==> config.mk <==
export PLATFORM = sky130hd
export DESIGN_NAME = ahb_dual_master_arbiter
export DESIGN_NICKNAME = d
export VERILOG_FILES = /design/src/rtl/ahb_dual_master_arbiter.sv
export SDC_FILE = /design/constraint.sdc
export NUM_CORES = 1
export LEC_CHECK = 0
export BUFFER_PORTS_ARGS = -buffer_cell sky130_fd_sc_hd__buf_2
export CAP_MARGIN = 25
export CORE_AREA = 2 2 120 122
export CTS_CLUSTER_DIAMETER = 80
export DETAILED_ROUTE_END_ITERATION = 8
export DIE_AREA = 0 0 122 124
export GPL_TIMING_DRIVEN = 0
export PLACE_DENSITY = 0.67
export SLEW_MARGIN = 20
export SYNTH_ARGS = -nofsm -noshare
export SYNTH_HDL_FRONTEND = slang
export SYNTH_SLANG_ARGS = --single-unit
==> constraint.sdc <==
create_clock -name clk -period 12.75 [get_ports clk]
set_clock_uncertainty 0.2 [all_clocks]
set_input_delay 2.55 -clock clk [delete_from_list [all_inputs] [get_ports clk]]
set_output_delay 2.55 -clock clk [all_outputs]
set_load 0.01 [all_outputs]
==> src/rtl/ahb_dual_master_arbiter.sv <==
// Two-master AHB-Lite arbiter in front of a single slave port. A master that
// loses arbitration has its address phase parked in a one-entry buffer and is
// stalled through its own hready until that transfer has been issued and completed.
module ahb_dual_master_arbiter #(
  parameter int FIXED_PRIORITY = 0,
  parameter int ADDR_W         = 32,
  parameter int DATA_W         = 32
) (
  input  logic              clk,
  input  logic              nrst,
  input  logic [ADDR_W-1:0] m0_haddr,
  input  logic [1:0]        m0_htrans,
  input  logic [1:0]        m0_hsize,
  input  logic              m0_hwrite,
  input  logic [DATA_W-1:0] m0_hwdata,
  output logic              m0_hready,
  output logic [DATA_W-1:0] m0_hrdata,
  output logic              m0_hresp,
  input  logic [ADDR_W-1:0] m1_haddr,
  input  logic [1:0]        m1_htrans,
  input  logic [1:0]        m1_hsize,
  input  logic              m1_hwrite,
  input  logic [DATA_W-1:0] m1_hwdata,
  output logic              m1_hready,
  output logic [DATA_W-1:0] m1_hrdata,
  output logic              m1_hresp,
  output logic [ADDR_W-1:0] s_haddr,
  output logic [1:0]        s_htrans,
  output logic [1:0]        s_hsize,
  output logic              s_hwrite,
  output logic              s_hsel,
  output logic [DATA_W-1:0] s_hwdata,
  output logic              s_hready,
  input  logic              s_hreadyout,
  input  logic [DATA_W-1:0] s_hrdata,
  input  logic              s_hresp
);

  typedef enum logic [1:0] {
    OWN_NONE = 2'd0,
    OWN_M0   = 2'd1,
    OWN_M1   = 2'd2
  } owner_e;

  localparam logic [1:0] HTRANS_IDLE = 2'b00;

  owner_e            r_owner, w_owner_nxt;
  logic              r_pend_v0, r_pend_v1, w_pend_v0_nxt, w_pend_v1_nxt;
  logic              r_last_grant, w_last_grant_nxt;  // 0 = M0 granted last, 1 = M1
  logic [ADDR_W-1:0] r_pend_addr0, r_pend_addr1;
  logic [1:0]        r_pend_trans0, r_pend_trans1;
  logic [1:0]        r_pend_size0, r_pend_size1;
  logic              r_pend_write0, r_pend_write1;

  logic w_live0, w_live1, w_cand0, w_cand1;
  logic w_grant0, w_grant1, w_cap0, w_cap1;

  // A pending master stays stalled; the owner sees the slave's ready.
  assign m0_hready = r_pend_v0 ? 1'b0 : (r_owner == OWN_M0) ? s_hreadyout : 1'b1;
  assign m1_hready = r_pend_v1 ? 1'b0 : (r_owner == OWN_M1) ? s_hreadyout : 1'b1;

  // BUSY (01) counts as idle: only htrans[1] marks a real transfer.
  assign w_live0 = nrst & m0_htrans[1] & m0_hready;
  assign w_live1 = nrst & m1_htrans[1] & m1_hready;
  assign w_cand0 = nrst & (r_pend_v0 | w_live0);
  assign w_cand1 = nrst & (r_pend_v1 | w_live1);

  assign s_hready  = s_hreadyout;
  assign m0_hrdata = s_hrdata;
  assign m1_hrdata = s_hrdata;
  assign m0_hresp  = (r_owner == OWN_M0) ? s_hresp : 1'b0;
  assign m1_hresp  = (r_owner == OWN_M1) ? s_hresp : 1'b0;

  always_comb begin
    s_hwdata = '0;
    if (r_owner == OWN_M0)      s_hwdata = m0_hwdata;
    else if (r_owner == OWN_M1) s_hwdata = m1_hwdata;
  end

  // NOTE: every output of this block gets a default first, so no path can
  // leave a value unassigned and infer a latch.
  always_comb begin
    w_owner_nxt      = r_owner;
    w_last_grant_nxt = r_last_grant;
    w_grant0         = 1'b0;
    w_grant1         = 1'b0;
    s_hsel           = 1'b0;
    s_htrans         = HTRANS_IDLE;
    s_haddr          = '0;
    s_hsize          = '0;
    s_hwrite         = 1'b0;

    if (s_hreadyout) begin
      w_grant0 = w_cand0 & (~w_cand1 | (FIXED_PRIORITY != 0) | r_last_grant);
      w_grant1 = w_cand1 & ~w_grant0;
      if (w_grant0) begin
        w_owner_nxt      = OWN_M0;
        w_last_grant_nxt = 1'b0;
        s_hsel           = 1'b1;
        s_haddr          = r_pend_v0 ? r_pend_addr0  : m0_haddr;
        s_htrans         = r_pend_v0 ? r_pend_trans0 : m0_htrans;
        s_hsize          = r_pend_v0 ? r_pend_size0  : m0_hsize;
        s_hwrite         = r_pend_v0 ? r_pend_write0 : m0_hwrite;
      end else if (w_grant1) begin
        w_owner_nxt      = OWN_M1;
        w_last_grant_nxt = 1'b1;
        s_hsel           = 1'b1;
        s_haddr          = r_pend_v1 ? r_pend_addr1  : m1_haddr;
        s_htrans         = r_pend_v1 ? r_pend_trans1 : m1_htrans;
        s_hsize          = r_pend_v1 ? r_pend_size1  : m1_hsize;
        s_hwrite         = r_pend_v1 ? r_pend_write1 : m1_hwrite;
      end else begin
        w_owner_nxt = OWN_NONE;
      end
    end

    // A live request that is not issued this cycle is parked in its buffer.
    w_cap0        = w_live0 & ~w_grant0;
    w_cap1        = w_live1 & ~w_grant1;
    w_pend_v0_nxt = w_grant0 ? 1'b0 : (w_cap0 | r_pend_v0);
    w_pend_v1_nxt = w_grant1 ? 1'b0 : (w_cap1 | r_pend_v1);
  end

  // NOTE: state registers use non-blocking assignments so every flop samples
  // the same pre-edge values regardless of process ordering.
  always_ff @(posedge clk or negedge nrst) begin
    if (!nrst) begin
      r_owner      <= OWN_NONE;
      r_pend_v0    <= 1'b0;
      r_pend_v1    <= 1'b0;
      r_last_grant <= 1'b1;
    end else begin
      r_owner      <= w_owner_nxt;
      r_pend_v0    <= w_pend_v0_nxt;
      r_pend_v1    <= w_pend_v1_nxt;
      r_last_grant <= w_last_grant_nxt;
    end
  end

  // NOTE: buffer payload has no reset; it is only ever read while its pend_v
  // flag is set, and that flag is cleared asynchronously.
  always_ff @(posedge clk) begin
    if (w_cap0) begin
      r_pend_addr0  <= m0_haddr;
      r_pend_trans0 <= m0_htrans;
      r_pend_size0  <= m0_hsize;
      r_pend_write0 <= m0_hwrite;
    end
    if (w_cap1) begin
      r_pend_addr1  <= m1_haddr;
      r_pend_trans1 <= m1_htrans;
      r_pend_size1  <= m1_hsize;
      r_pend_write1 <= m1_hwrite;
    end
  end

endmodule
* After elaboration in Yosys (flattened, before gate mapping)
Index checks and enable logic that the tools add are counted. Widths: inputs -> output; s select.
Word-level totals: bits in registers 79, bits in writable memories 0, latch bits 0, logic and storage cells 74, output and inout bits 139, memories 0, bits of input ports 174, ROM bits 0
Cells by class: multipliers 0, add/subtract/negate cells 0, reductions and logical operators 2, mux-type cells 39, shift operators 0, equal/unequal tests 2, order comparisons 0, bitwise logic cells 19, div/mod/pow operators 0
Operators by type and width (number):
- $mux 32 | 7
- $mux 2 | 12
- $mux 1 | 20
- $and 1x1->1 | 10
- $or 1x1->1 | 5
- $not 1->1 | 4
- $eq 2x1->1 const B | 1
- $eq 2x2->1 const B | 1
- $reduce_and 2->1 | 1
- $reduce_bool 2->1 | 1

* Depth between registers and ports, before layout
word-level depth 16, gate-level depth with buffers 6, gate-level depth less buffers 3

* Worst setup path after synthesis
No wires, ideal clock.
path type in2reg, start point in m1_htrans[1], end point reg r_pend_addr0[0] (enable), stages 4, setup slack 5126 ps, path buffers 1, data required time 12013 ps, data arrival time 6887 ps, setup time 537 ps, path through nor2_1 -> o21bai_1 -> buf_2 -> nor4b_1
Between the ends: word-level cells in the longest chain between the ends 10
RTL lines:
- from (decl) | RTL line 20 | input logic [1:0] m1_htrans,
- $and 1x1->1 (2 in series) | RTL line 64 | assign w_live1 = nrst & m1_htrans[1] & m1_hready;
- $or 1x1->1 | RTL line 66 | assign w_cand1 = nrst & (r_pend_v1 | w_live1);
- $and 1x1->1 | RTL line 66
- $not 1->1 | RTL line 94 | w_grant0 = w_cand0 & (~w_cand1 | (FIXED_PRIORITY != 0) | r_last_grant);
- $or 1x1->1 | RTL line 94
- $and 1x1->1 | RTL line 94
- $mux 1 | RTL line 93 | if (s_hreadyout) begin
- $not 1->1 | RTL line 118 | w_cap0 = w_live0 & ~w_grant0;
- $and 1x1->1 | RTL line 118
- via w_cap0 | RTL line 56 | logic w_grant0, w_grant1, w_cap0, w_cap1;
- to (signal assigned) | RTL line 144 | r_pend_addr0 <= m0_haddr;
- to (decl) | RTL line 50 | logic [ADDR_W-1:0] r_pend_addr0, r_pend_addr1;
The timed path passes the listed nets, and every way through them passes these cells. A chain may end at the register's enable or synchronous reset.

* Final worst setup path
start point in nrst, end point out s_haddr[7]
Between the ends: word-level cells in the longest chain between the ends 12, elaborated cells on any way between the ends 16, those cells by class 3 x mux; 13 x bitwise
RTL lines:
- from (decl) | RTL line 10 | input logic nrst,
- $and 1x1->1 (2 in series) | RTL line 64
- $or 1x1->1 | RTL line 66
- $and 1x1->1 | RTL line 66
- $not 1->1 | RTL line 94
- $or 1x1->1 | RTL line 94
- $and 1x1->1 | RTL line 94
- $not 1->1 | RTL line 95 | w_grant1 = w_cand1 & ~w_grant0;
- $and 1x1->1 | RTL line 95
- $mux 32 | RTL line 104 | end else if (w_grant1) begin
- $mux 32 * | RTL line 96 | if (w_grant0) begin
- $mux 32 * | RTL line 93
- to (decl) | RTL line 27 | output logic [ADDR_W-1:0] s_haddr,
Mark *: on every way between the ends. The rest lies on a longest branch, timed or not.

==> summary.txt <==
Flow run
  – Max Cap Viol: 0

Synthesis
  – Most frequent cells after synthesis: 74 x edfxtp_1, 66 x buf_4, 39 x nor2b_1
  – Synth Warn #: 0
  – Post-Syn Area: 0.00457 mm2
  – Syn Inst Count: slightly below 400
  – Number of enable flip-flop cells after synthesis: 74
  – Area contributors post-synth: edfxtp_1 49%, buf_4 11%, mux2i_1 7.9%
  – Syn Area/Cell: 11.8 um2
  – Cell variety after synth: 31
  – Largest family of logic cells by synthesized area: compound AO/OA/AOI/OAI gates
  – Mapped Nets: 562
  – Synth async-reset ratio: 0.0633
  – Post-synthesis sequential area ratio: 0.514
  – Yosys top cell area share: 0.486
  – Post-synth top flop: edfxtp_1
  – Dominant cell type by area after synthesis: edfxtp_1
  – Cell with the most instances after synthesis: edfxtp_1
  – Adder-cell share of the synthesized area: 0
  – Multiplexer share of the synthesized area: 0.0788
  – Synth Area in Simple Gates: 0.0706
  – Compound-Gate Fraction of Synth Area: 0.193
  – Xor and xnor area share after synthesis: 0
  – Flops & latches, synth: 79

Critical path
  – Critical-path maximum fanout: 10
  – FF-to-FF End: r_pend_addr0[13]
  – Worst R2R Path Depth: 6
  – Arr. time, crit path: approximately 4 ns
  – Critical Path End Type: primary output
  – CP Launch Type: primary input
  – WS Path Type: in -> out
  – Worst EP required: 10.00 ns
  – RR Startpoint: r_pend_v0
  – Reg2Reg Setup Slack: between 9 and 10 ns

Timing
  – Slew headroom: 0.390
  – Final Cycle Share: 0.534
  – FMAX: 0.147 GHz
  – Setup TNS Final: 0 ns
  – Fin. max-slew vios: 0
  – Hold Vio Cnt, Final: 0
  – Worst Tran Pin Value: just over 0.9 ns
  – Fin crit period: 6.81 ns
  – RSZ-0062 raised after global routing: false
  – Final setup viols: 0

GRT
  – Initial antenna violation count: 2
  – Tot GR Track Use: 0.207
  – First-pass GRT wire length: 23.4 mm
  – Largest net degree at the start of global routing: 15
  – Global route overflow: 0
  – Vias in the first global route: slightly above 4000

Route
  – Vias: 4277
  – Routed WL: 16.8 mm
  – Initial drt markers: 257
  – Avg WL per Cell: 19.2 um
  – Drt drc: 0
  – Drt pass-1 iters: 4
  – Post-DRT Antenna Nets: 0
  – Routed vias/inst: 4.90

Power
  – Pint: 646 uW
  – Sequential power share: 0.331
  – Sw Pwr: around 320 uW
  – PwrDens: 146 mW/mm2
  – Worst IR Drop VDD: 0.0838 mV
  – Power share of the combinational group: 0.383
  – Leakage: 3.14 nW
  – Sw Ratio: 0.331
  – Clock power frac: 0.286

CTS
  – Clk_lat worst skew: ~0.33 ns
  – Root buffer cell: clkbuf_16
  – Worst-path clk slew: about 0.060 ns
  – CTS tree: done
  – Postcts setup bufs: 0
  – Clk sinks: between 70 and 80
  – H-tree level count: 3
  – Cts-stage hold buffer count: 0
  – Post-CTS sizing: 0
  – Num CTS Buffers: 9
  – Clock buffer depth: 2

Final layout
  – Fillers: 1301
  – Fraction of layout cells with a size suffix above 1: 0.557
  – Design area: 0.00661 mm2
  – Multi-input gate area: between 0.0015 and 0.002 mm2
  – Nets@finish: 860
  – Synth-to-Final Area Change: 44.5%
  – Reg area: around 0.0023 mm2

Placement
  – Gpl congestion: 0.908
  – Area after DPL: 0.00628 mm2
  – Post-DP HPWL: approximately 14 mm
  – Number of buffers added on ports: 280

Worst hold path
  – Hold Crit Depth: 1
  – Hold Crit Class: reg -> reg
  – WHS Endpoint: r_owner[0]
  – Min-delay src: r_owner[0]

Die
  – Die H: 124 um
  – Core Region: 0.0137 mm2
  – # rows: 43
  – Initial Util: 0.333
  – DIE WIDTH: about 120 um
  – Die footprint: 0.0151 mm2
  – Ports: 313

Outcome
  – Status: completed
## metrics by stage
| step | cells | worst slack (ns) | power [mW] | hold slack, ns | utilization |
|---|---|---|---|---|---|
| floorplan | 388 | 5.13 | 0.556 | 0.289 | - |
| CTS | 871 | 5.91 | 0.976 | 0.334 | 0.481 |
| global route | 872 | 5.72 | 1.02 | 0.364 | 0.482 |
| detailed placement | 855 | 5.92 | 0.697 | 0.319 | 0.458 |
| finish | 872 | 5.94 | 0.966 | 0.335 | 0.482 |
| global placement | 848 | 3.07 | 0.688 | 0.320 | 0.452 |
## critical path, cell delays in order
cell      delay, ns
buf_2          0.19
and2_1         0.17
buf_2          0.24
clkbuf_1       0.42
a22oi_1        0.13
o22ai_1        0.18
buf_2          0.16
## metal layers
layer / routed length (um) / track usage
met5: 13 / 0
met4: 267 / 0.0553
met3: 1400 / 0.0668
met2: 8290 / 0.356
met1: 6800 / 0.250
## sequential cells by signal, summed over array words and instances, names as in the netlist
signal,cells
r_pend_write1,1
r_pend_write0,1
r_pend_addr0,32
r_last_grant,1
r_pend_v1,1
r_pend_size1,2
r_pend_trans0,2
r_pend_addr1,32
r_owner,2
r_pend_trans1,2
r_pend_v0,1
r_pend_size0,2
## power by group through the flow
stage               Combinational, mW  Clock [mW]  Sequential [mW]
detailed placement              0.371           0            0.326
CTS                             0.373       0.283            0.320
global placement                0.360           0            0.328
global route                    0.402       0.293            0.322
finish                          0.370       0.277            0.320
floorplan                       0.233           0            0.324
## cell families after synthesis
kind of cell,after synthesis
multiplexers,36
buffers and inverters,100
AO/OA/AOI/OAI,120
flip-flops,79
AND/OR/NAND/NOR,53
## worst max path at each step
stage	startpoint	end	slack [ns]
detailed placement	nrst	s_haddr[16]	5.92
CTS	nrst	s_haddr[16]	5.91
finish	nrst	s_haddr[7]	5.94
global route	nrst	s_haddr[7]	5.72
floorplan	m1_htrans[1]	r_pend_addr0[0]	5.13
global placement	m1_htrans[1]	r_pend_addr0[5]	3.07
## final cells by class
| type | count | area share |
|---|---|---|
| multi-input cells | 209 | 0.241 |
| clock buffers | 10 | 0.0347 |
| clock inverters | 6 | 0.0140 |
| well taps | 180 | 0.0341 |
| repair buffers | 287 | 0.221 |
| flip-flops and latches | 79 | 0.355 |
| inverters | 3 | 0.00170 |
| diodes | 1 | 0.000379 |
| plain buffers | 97 | 0.0977 |
## placed cells by master (no fill, tap or decap), types with 2 or more instances in the layout
| cell | Yosys | routed |
|---|---|---|
| mux2i_1 | 36 | 36 |
| a21oi_1 | 3 | 3 |
| a22o_1 | 32 | 32 |
| and2_1 | 4 | 4 |
| a22oi_1 | 36 | 36 |
| buf_6 | 3 | 3 |
| buf_4 | 66 | 68 |
| nor2b_1 | 39 | 39 |
| clkbuf_1 | 19 | 20 |
| buf_2 | 9 | 292 |
| o22ai_1 | 36 | 36 |
| clkbuf_16 | 0 | 9 |
| bufinv_16 | 0 | 2 |
| dfrtp_1 | 4 | 4 |
| inv_1 | 3 | 3 |
| buf_8 | 0 | 2 |
| edfxtp_1 | 74 | 74 |
| clkinvlp_4 | 0 | 2 |
| o21ai_0 | 4 | 4 |
| nor2_1 | 5 | 5 |
Power figures use the tool's default switching activity.
